**src/rtl/uart_packet_rx.sv**
```systemverilog
// uart_packet_rx
// Receives 8N1 UART bytes and frames them into fixed-length packets:
//   STX, PAYLOAD_BYTES payload bytes, ETX.
// A bit FSM recovers bytes from the synchronised serial line. A packet FSM
// assembles the payload in a shadow buffer and publishes it on a
// valid/ready output register.
//
// Ports
//   clk         : single clock
//   rst         : asynchronous active-high reset
//   data_in     : asynchronous serial line, idle high
//   pkt_ready   : consumer accepts pkt_data this cycle
//   pkt_data    : payload, byte 0 at bits [7:0]
//   pkt_valid   : pkt_data holds an unconsumed packet
//   frame_err   : one-cycle pulse on a bad stop bit or a missing ETX
//   timeout_err : one-cycle pulse on an inter-byte timeout inside a packet
//   overrun     : one-cycle pulse when a completed packet is dropped
//   busy        : either FSM is away from its idle state
module uart_packet_rx #(
  parameter int          CLKS_PER_BIT  = 2604,
  parameter int          PAYLOAD_BYTES = 6,
  parameter logic [7:0]  STX           = 8'h02,
  parameter logic [7:0]  ETX           = 8'h03,
  parameter int          TIMEOUT_CLKS  = 500000
) (
  input  logic                         clk,
  input  logic                         rst,
  input  logic                         data_in,
  input  logic                         pkt_ready,
  output logic [8*PAYLOAD_BYTES-1:0]   pkt_data,
  output logic                         pkt_valid,
  output logic                         frame_err,
  output logic                         timeout_err,
  output logic                         overrun,
  output logic                         busy
);

  localparam int CW = $clog2(CLKS_PER_BIT);
  localparam int TW = $clog2(TIMEOUT_CLKS + 1);

  localparam logic [CW-1:0] BIT_LAST  = CW'(CLKS_PER_BIT - 1);
  localparam logic [CW-1:0] HALF_LAST = CW'(CLKS_PER_BIT / 2 - 1);
  localparam logic [CW-1:0] CNT_ZERO  = {CW{1'b0}};
  localparam logic [CW-1:0] CNT_ONE   = CW'(1);
  localparam logic [TW-1:0] TO_ZERO   = {TW{1'b0}};
  localparam logic [TW-1:0] TO_ONE    = TW'(1);
  localparam logic [TW-1:0] TO_LAST   = TW'(TIMEOUT_CLKS - 1);
  localparam logic [5:0]    LAST_IDX  = 6'(PAYLOAD_BYTES - 1);

  typedef enum logic [1:0] {
    B_IDLE  = 2'd0,
    B_START = 2'd1,
    B_DATA  = 2'd2,
    B_STOP  = 2'd3
  } bit_state_t;

  typedef enum logic [1:0] {
    P_WAIT_STX = 2'd0,
    P_PAYLOAD  = 2'd1,
    P_WAIT_ETX = 2'd2
  } pkt_state_t;

  // Line synchroniser and edge detector
  logic sync1_r;
  logic sync2_r;
  logic line_d_r;
  logic line_s;
  logic fall_s;

  // Bit FSM
  bit_state_t      bit_state_r;
  logic [CW-1:0]   bit_cnt_r;
  logic [2:0]      bit_idx_r;
  logic [7:0]      shift_r;
  logic [7:0]      rx_byte_r;
  logic            rx_done_r;
  logic            stop_err_r;

  // Packet FSM
  pkt_state_t                    pkt_state_r;
  logic [5:0]                    pay_idx_r;
  logic [8*PAYLOAD_BYTES-1:0]    shadow_r;
  logic [TW-1:0]                 to_cnt_r;
  logic [8*PAYLOAD_BYTES-1:0]    pkt_data_r;
  logic                          pkt_valid_r;
  logic                          frame_err_r;
  logic                          timeout_err_r;
  logic                          overrun_r;

  assign line_s = sync2_r;
  assign fall_s = line_d_r & ~sync2_r;

  // Two-flop synchroniser plus one delayed copy for falling-edge detection
  always_ff @(posedge clk or posedge rst) begin
    if (rst) begin
      sync1_r  <= 1'b1;
      sync2_r  <= 1'b1;
      line_d_r <= 1'b1;
    end else begin
      sync1_r  <= data_in;
      sync2_r  <= sync1_r;
      line_d_r <= sync2_r;
    end
  end

  // Bit FSM: start detection, mid-bit sampling, stop-bit check
  always_ff @(posedge clk or posedge rst) begin
    if (rst) begin
      bit_state_r <= B_IDLE;
      bit_cnt_r   <= CNT_ZERO;
      bit_idx_r   <= 3'd0;
      shift_r     <= 8'h00;
      rx_byte_r   <= 8'h00;
      rx_done_r   <= 1'b0;
      stop_err_r  <= 1'b0;
    end else begin
      rx_done_r  <= 1'b0;
      stop_err_r <= 1'b0;
      case (bit_state_r)
        B_IDLE: begin
          // The falling edge cycle counts as clock 0 of the start bit
          if (fall_s) begin
            bit_state_r <= B_START;
            bit_cnt_r   <= CNT_ONE;
          end else begin
            bit_cnt_r   <= CNT_ZERO;
          end
        end
        B_START: begin
          if (bit_cnt_r == HALF_LAST) begin
            bit_cnt_r <= CNT_ZERO;
            bit_idx_r <= 3'd0;
            // A high line at mid start bit is a glitch, not a start bit
            if (line_s) begin
              bit_state_r <= B_IDLE;
            end else begin
              bit_state_r <= B_DATA;
            end
          end else begin
            bit_cnt_r <= bit_cnt_r + CNT_ONE;
          end
        end
        B_DATA: begin
          if (bit_cnt_r == BIT_LAST) begin
            bit_cnt_r <= CNT_ZERO;
            shift_r   <= {line_s, shift_r[7:1]};
            if (bit_idx_r == 3'd7) begin
              bit_state_r <= B_STOP;
            end else begin
              bit_idx_r <= bit_idx_r + 3'd1;
            end
          end else begin
            bit_cnt_r <= bit_cnt_r + CNT_ONE;
          end
        end
        B_STOP: begin
          if (bit_cnt_r == BIT_LAST) begin
            bit_cnt_r   <= CNT_ZERO;
            bit_state_r <= B_IDLE;
            if (line_s) begin
              rx_byte_r <= shift_r;
              rx_done_r <= 1'b1;
            end else begin
              stop_err_r <= 1'b1;
            end
          end else begin
            bit_cnt_r <= bit_cnt_r + CNT_ONE;
          end
        end
        default: begin
          bit_state_r <= B_IDLE;
          bit_cnt_r   <= CNT_ZERO;
        end
      endcase
    end
  end

  // Packet FSM: framing, shadow buffer, output handshake, timeout and error pulses
  always_ff @(posedge clk or posedge rst) begin
    if (rst) begin
      pkt_state_r   <= P_WAIT_STX;
      pay_idx_r     <= 6'd0;
      shadow_r      <= {(8*PAYLOAD_BYTES){1'b0}};
      to_cnt_r      <= TO_ZERO;
      pkt_data_r    <= {(8*PAYLOAD_BYTES){1'b0}};
      pkt_valid_r   <= 1'b0;
      frame_err_r   <= 1'b0;
      timeout_err_r <= 1'b0;
      overrun_r     <= 1'b0;
    end else begin
      frame_err_r   <= 1'b0;
      timeout_err_r <= 1'b0;
      overrun_r     <= 1'b0;

      if (pkt_valid_r && pkt_ready) begin
        pkt_valid_r <= 1'b0;
      end

      // Idle gap counter: runs only between bytes of an open packet
      if ((pkt_state_r == P_WAIT_STX) || rx_done_r) begin
        to_cnt_r <= TO_ZERO;
      end else if (bit_state_r == B_IDLE) begin
        to_cnt_r <= to_cnt_r + TO_ONE;
      end else begin
        to_cnt_r <= to_cnt_r;
      end

      // Priority: stop-bit error, then byte handling, then timeout
      if (stop_err_r) begin
        frame_err_r <= 1'b1;
        pkt_state_r <= P_WAIT_STX;
      end else if (rx_done_r) begin
        case (pkt_state_r)
          P_WAIT_STX: begin
            if (rx_byte_r == STX) begin
              pkt_state_r <= P_PAYLOAD;
              pay_idx_r   <= 6'd0;
            end else begin
              pkt_state_r <= P_WAIT_STX;
            end
          end
          P_PAYLOAD: begin
            for (int k = 0; k < PAYLOAD_BYTES; k++) begin
              if (pay_idx_r == 6'(k)) begin
                shadow_r[8*k +: 8] <= rx_byte_r;
              end
            end
            if (pay_idx_r == LAST_IDX) begin
              pkt_state_r <= P_WAIT_ETX;
            end else begin
              pay_idx_r <= pay_idx_r + 6'd1;
            end
          end
          P_WAIT_ETX: begin
            pkt_state_r <= P_WAIT_STX;
            if (rx_byte_r == ETX) begin
              // A same-cycle consume frees the output register for the new packet
              if (!pkt_valid_r || pkt_ready) begin
                pkt_data_r  <= shadow_r;
                pkt_valid_r <= 1'b1;
              end else begin
                overrun_r <= 1'b1;
              end
            end else begin
              frame_err_r <= 1'b1;
            end
          end
          default: begin
            pkt_state_r <= P_WAIT_STX;
          end
        endcase
      end else if ((pkt_state_r != P_WAIT_STX) && (bit_state_r == B_IDLE) &&
                   (to_cnt_r == TO_LAST)) begin
        timeout_err_r <= 1'b1;
        pkt_state_r   <= P_WAIT_STX;
      end else begin
        pkt_state_r <= pkt_state_r;
      end
    end
  end

  assign pkt_data    = pkt_data_r;
  assign pkt_valid   = pkt_valid_r;
  assign frame_err   = frame_err_r;
  assign timeout_err = timeout_err_r;
  assign overrun     = overrun_r;
  assign busy        = (pkt_state_r != P_WAIT_STX) || (bit_state_r != B_IDLE);

endmodule
```
**config.mk**
```make
export PLATFORM = sky130hd
export DESIGN_NAME = uart_packet_rx
export DESIGN_NICKNAME = d
export VERILOG_FILES = /design/src/rtl/uart_packet_rx.sv
export SDC_FILE = /design/constraint.sdc
export NUM_CORES = 1
export LEC_CHECK = 0
export CAP_MARGIN = 30
export CORE_MARGIN = 10
export CORE_UTILIZATION = 35
export CTS_CLUSTER_DIAMETER = 60
export DETAILED_ROUTE_END_ITERATION = 16
export HOLD_SLACK_MARGIN = 0.08
export RECOVER_POWER = 25
export SKIP_LAST_GASP = 1
export SLEW_MARGIN = 0
export SYNTH_ARGS = -nofsm -noshare
export SYNTH_HDL_FRONTEND = slang
export SYNTH_SLANG_ARGS = --single-unit
```
**constraint.sdc**
```tcl
create_clock -name clk -period 13.9 [get_ports clk]
set_clock_uncertainty 0.15 [all_clocks]
set_input_delay 2.78 -clock clk [delete_from_list [all_inputs] [get_ports clk]]
set_output_delay 2.78 -clock clk [all_outputs]
set_load 0.01 [all_outputs]
```
Word level (Yosys, flattened, before mapping). Cells that the tools add are included.

Output and inout bits: 53. Word-level logic and storage cells: 136. Register bits after elaboration: 165. Input bits: 4.

Bitwise logic cells: 3. Add/subtract/negate cells: 4. Reduce and logical (&&, ||, !) cells: 30. Multiplexer cells: 50. Eq/ne operators: 25.

Operators with widths (count): 19-bit two-way mux (2); 12-bit case mux with 3 select lines (1); 4-bit AND reduction (7); 1-bit two-way mux (26); 12-bit two-way mux (2); 2-bit two-way mux (10); 19-bit by 1-bit adder with 19-bit output, second input constant (1); 19-bit equality test, second input constant (1); 8-bit by 2-bit equality test with 1-bit output, second input constant (2); 5-bit AND reduction (3); 2-bit inequality test, second input constant (7); 12-bit by 1-bit adder with 12-bit output, second input constant (1); 12-bit by 11-bit equality test with 1-bit output, second input constant (1); 12-bit equality test, second input constant (1); 6-bit by 2-bit equality test with 1-bit output, second input constant (2); 6-bit by 3-bit equality test with 1-bit output, second input constant (2); 6-bit two-way mux (2); 6-bit case mux with 2 select lines (1); 2-bit nonzero test (5); 3-bit two-way mux (3); 2-bit case mux with 4 select lines (1); 6-bit by 1-bit adder with 6-bit output, second input constant (1); 2-bit equality test, second input constant (3); 6-bit by 1-bit equality test with 1-bit output, second input constant (1); other kinds (18) (26).

Depth between registers and ports, before layout.
Depth after elaboration: 7. Depth in mapped cells: 7. Mapped depth without buffers: 6.

Worst setup path after synthesis. Ideal clock, no wire load.

Path kind: in2reg. Start point: input pkt_ready. End point: register pkt_data_r[0], in the netlist pkt_data[0]. Path buffers: 2. Data required time: 13.623 ns. Setup time: 0.127 ns. Arrival time: 3.671 ns. Stages: 5. Setup slack: 9.951 ns. Cells stage by stage: nand2b_1 > nor2b_2 > buf_6 > buf_8 > mux2_1.

Word-level cells in the longest chain between the ends: 2.

Ends and longest elaborated chain: start: declaration (line 29) `input logic pkt_ready,`; 1-bit logical OR (line 238) `if (!pkt_valid_r || pkt_ready) begin`; 5-bit AND reduction (no source line); end signal: assignment (line 185) `pkt_data_r <= {(8*PAYLOAD_BYTES){1'b0}};`; end signal: assignment (line 239) `pkt_data_r <= shadow_r;`; end: declaration (line 84) `logic [8*PAYLOAD_BYTES-1:0] pkt_data_r;`.

No other way between the ends. A chain may end at the register's enable or synchronous reset.

==> results.yml <==
timing:
  fmax_mhz: 203.8
  maxSlewViolCount: 0
  max-slew-margin-rel_pct: 8.785
  fin_crit_sh_pct: 35.31
  hold_ws_ns: 0.2112
  fin_tns_setup_ns: 0
  hold_viol: 0
  rsz0062_at_grt: "no"
  setup_viol: 0
  worst_slew_pin_slew_ns: 1.351
  fin_crit_ns: 4.908
  setup_ws_ns: 8.992
die:
  io-pin-count: 57
  coreArea_sq_um: 19590
  die_area_sq_um: 26170
  die_w_um: 161.8
  rows: 51
  die_y_um: 161.8
  start_util_pct: 35.91
placed_design:
  place_hpwl_um: 9647
  portBuffers: 56
  place_area_sq_um: 7865
  place_congestion: 0.7987
  dpl.cell_count: 833
  pre_cts_ws_ns: 8.935
synthesis:
  async_flop_share_pct: 100.0
  yosysUniqueCellTypes: 60
  syn_inst: 523
  yosysTopAreaCell: "dfrtp_1"
  yosysSeqAreaShare_pct: 58.74
  synth_top_flop_cell: "dfrtp_1"
  synth_area_leaders: "dfrtp_1 (58%), mux2_2 (15%), mux2_1 (3.2%), xor2_1 (1.7%), nor2_1 (1.7%)"
  synth_area_per_cell_sq_um: 13.45
  synth_seq_cells: 165
  synth_top_area_share_pct: 57.62
  synthesis.area_sq_um: 7035
  synth_edf_count: 0
  synth_fp_nets: 536
  yosysWarnings: 0
route:
  wl_um: 14280
  vias_per_cell: 4.995
  via_count: 4326
  dr.pass1.iters: 5
  drc: 0
  postRouteAntennaNets: 0
  post_drt_wl_per_cell_um: 16.49
  drt_iter0_markers: 237
pwr:
  total_power_mw: 1.036
  max-vdd-ir-drop_v: 0.00008065
  power_density_nw_per_um2: 123.3
  p_leak_nw: 3.889
global_routing:
  antenna_found_initial: 0
  grt_max_degree: 107
  grtUsageTotal_pct: 11.31
  grt_pass1_vias: 4519
  grt_overflow: 0
  grt_pass1_wl_um: 24180
clock_network:
  cts_inserted_buffers: 17
  clock-sinks: 165
  clockBufferDepth: 2
  cts_root_buf: "clkbuf_16"
  cts_tree: "done"
  postCtsHoldBufs: 0
  post_cts_buffers: 0
  htreeDepth: 4
  cts-resized-gates: 0
  clkLatencyLatePin_ns: 0.42
  clk_pin_slew_ns: 0.07
final_layout:
  syn2layout_area_growth_pct: 19.44
  antenna_cells: 0
  final_nets: 601
  design_area_sq_um: 8403
  stdcell_count: 866
  postLayoutCoreUtil_pct: 42.89
  layout-drive-gt1-share_pct: 21.96
setup_path:
  worstSetupEndpointType: "output pin"
  cp.arrival_ns: 1.98
  slowest_stage: "dfrtp_1"
  start_kind: "register"
  crit_type: "reg2out"
  cp_max_fo: 14
  path_delay_family: "flip-flops"
  worstPathCellList: "nor2_1 -> nand2_1 -> clkdlybuf4s50_1"
  critical_path.max_stage_delay_ns: 0.52
  critPathBufInv: 1
  worstPathRequired_ns: 10.97
run_status:
  status: "finished clean"
job:
  maxCapViolCount: 0
worst_hold_path:
  worstHoldPathType: "reg2reg"
[cell usage in the layout (no fill, tap or decap), drive strengths merged, types with 8 or more instances in the layout]
| cell | instances |
|---|---|
| a21oi | 11 |
| clkbuf | 18 |
| clkdlybuf4s50 | 56 |
| dfrtp | 162 |
| ha | 9 |
| inv | 21 |
| mux2 | 112 |
| nand2 | 17 |
| nand3 | 21 |
| nand4 | 15 |
| nor2 | 33 |
| nor3 | 8 |
| o21ai | 8 |
| xor2 | 14 |
[metal layers]
metal	routed length, um	part of all wire (%)	vias to the layer above	track usage [%]
met5	0	0	-	0
met4	119	0.83	0	3.102
met3	709	5.0	11	3.438
met2	6807	48	80	18.12
met1	6644	47	2206	14.50
li1	-	-	2029	-
[final timing paths]
path / cells past startpoint / slack (ns) / to / start
min in group asynchronous: 2 / 2.62 / bit_cnt_r[11]$_DFF_PP0_ / rst
max in group asynchronous: 3 / 9.86 / shadow_r[47]$_DFFE_PP0P_ / rst
min reg2reg: 0 / 0.21 / line_s$_DFF_PP1_ / sync1_r$_DFF_PP1_
max reg2reg: 4 / 10.98 / pay_idx_r[5]$_DFFE_PP0P_ / rx_byte_r[7]$_DFFE_PP0P_
min: 0 / 0.21 / line_s$_DFF_PP1_ / sync1_r$_DFF_PP1_
max: 3 / 8.99 / busy / register
[synth_stat cells, drive strengths merged (3+ instances only)]
| master | number |
|---|---|
| nor4bb | 3 |
| o21ai | 8 |
| mux2 | 112 |
| xnor2 | 6 |
| nor3b | 4 |
| inv | 15 |
| and3 | 3 |
| nor2 | 33 |
| or3 | 7 |
| o22ai | 3 |
| clkbuf | 6 |
| nand2b | 4 |
| a21oi | 11 |
| a31oi | 4 |
| mux2i | 6 |
| nand4 | 15 |
| nand3 | 21 |
| xor2 | 14 |
| dfrtp | 162 |
| and4 | 5 |
| dfstp | 3 |
| nor4 | 5 |
| buf | 7 |
| nor3 | 8 |
| nor2b | 4 |
| nand2 | 17 |
| ha | 9 |
[logic make-up after synthesis]
| logic type | after synthesis | synth area share (%) |
|---|---|---|
| flip-flops | 165 | 58.74 |
| AND/OR/NAND/NOR | 144 | 12.52 |
| multiplexers | 118 | 18.78 |
| AO/OA/AOI/OAI | 39 | 3.824 |
| buffers and inverters | 28 | 2.045 |
| XOR/XNOR | 20 | 2.490 |
| adder cells (fa/ha/maj) | 9 | 1.601 |
[worst reg2reg max path: stages (launching register included)]
cell and delay (ns):
dfrtp_1 0.50, nor4b_1 0.59, nand3b_1 0.18, o41ai_1 1.10
a31oi_1 0.21
[power by group]
part           internal (mW)  switching [mW]  total, mW
Sequential             0.492          0.0209      0.513
Clock                  0.275           0.203      0.478
Combinational         0.0189          0.0266     0.0455
Total                  0.786           0.251       1.04
[state kept, by name (all words and copies together) (netlist names), 2 cells and up, named ones only]
signal       count
to_cnt_r        19
rx_byte_r        8
pay_idx_r        6
shift_r          8
bit_cnt_r       12
pkt_state_r      2
shadow_r        48
pkt_data        48
bit_idx_r        3
[final cells by class]
| cell class | instances | area, sq um |
|---|---|---|
| sequential | 165 | 4133 |
| multi-input combinational | 330 | 2671 |
| clock inverter | 14 | 163.9 |
| fill | 1798 | 11190 |
| tap | 265 | 331.6 |
| timing repair buffer | 59 | 603.1 |
| inverter | 15 | 61.31 |
| clock buffer | 18 | 439.2 |
No activity file was read; power rests on OpenSTA's default activity.
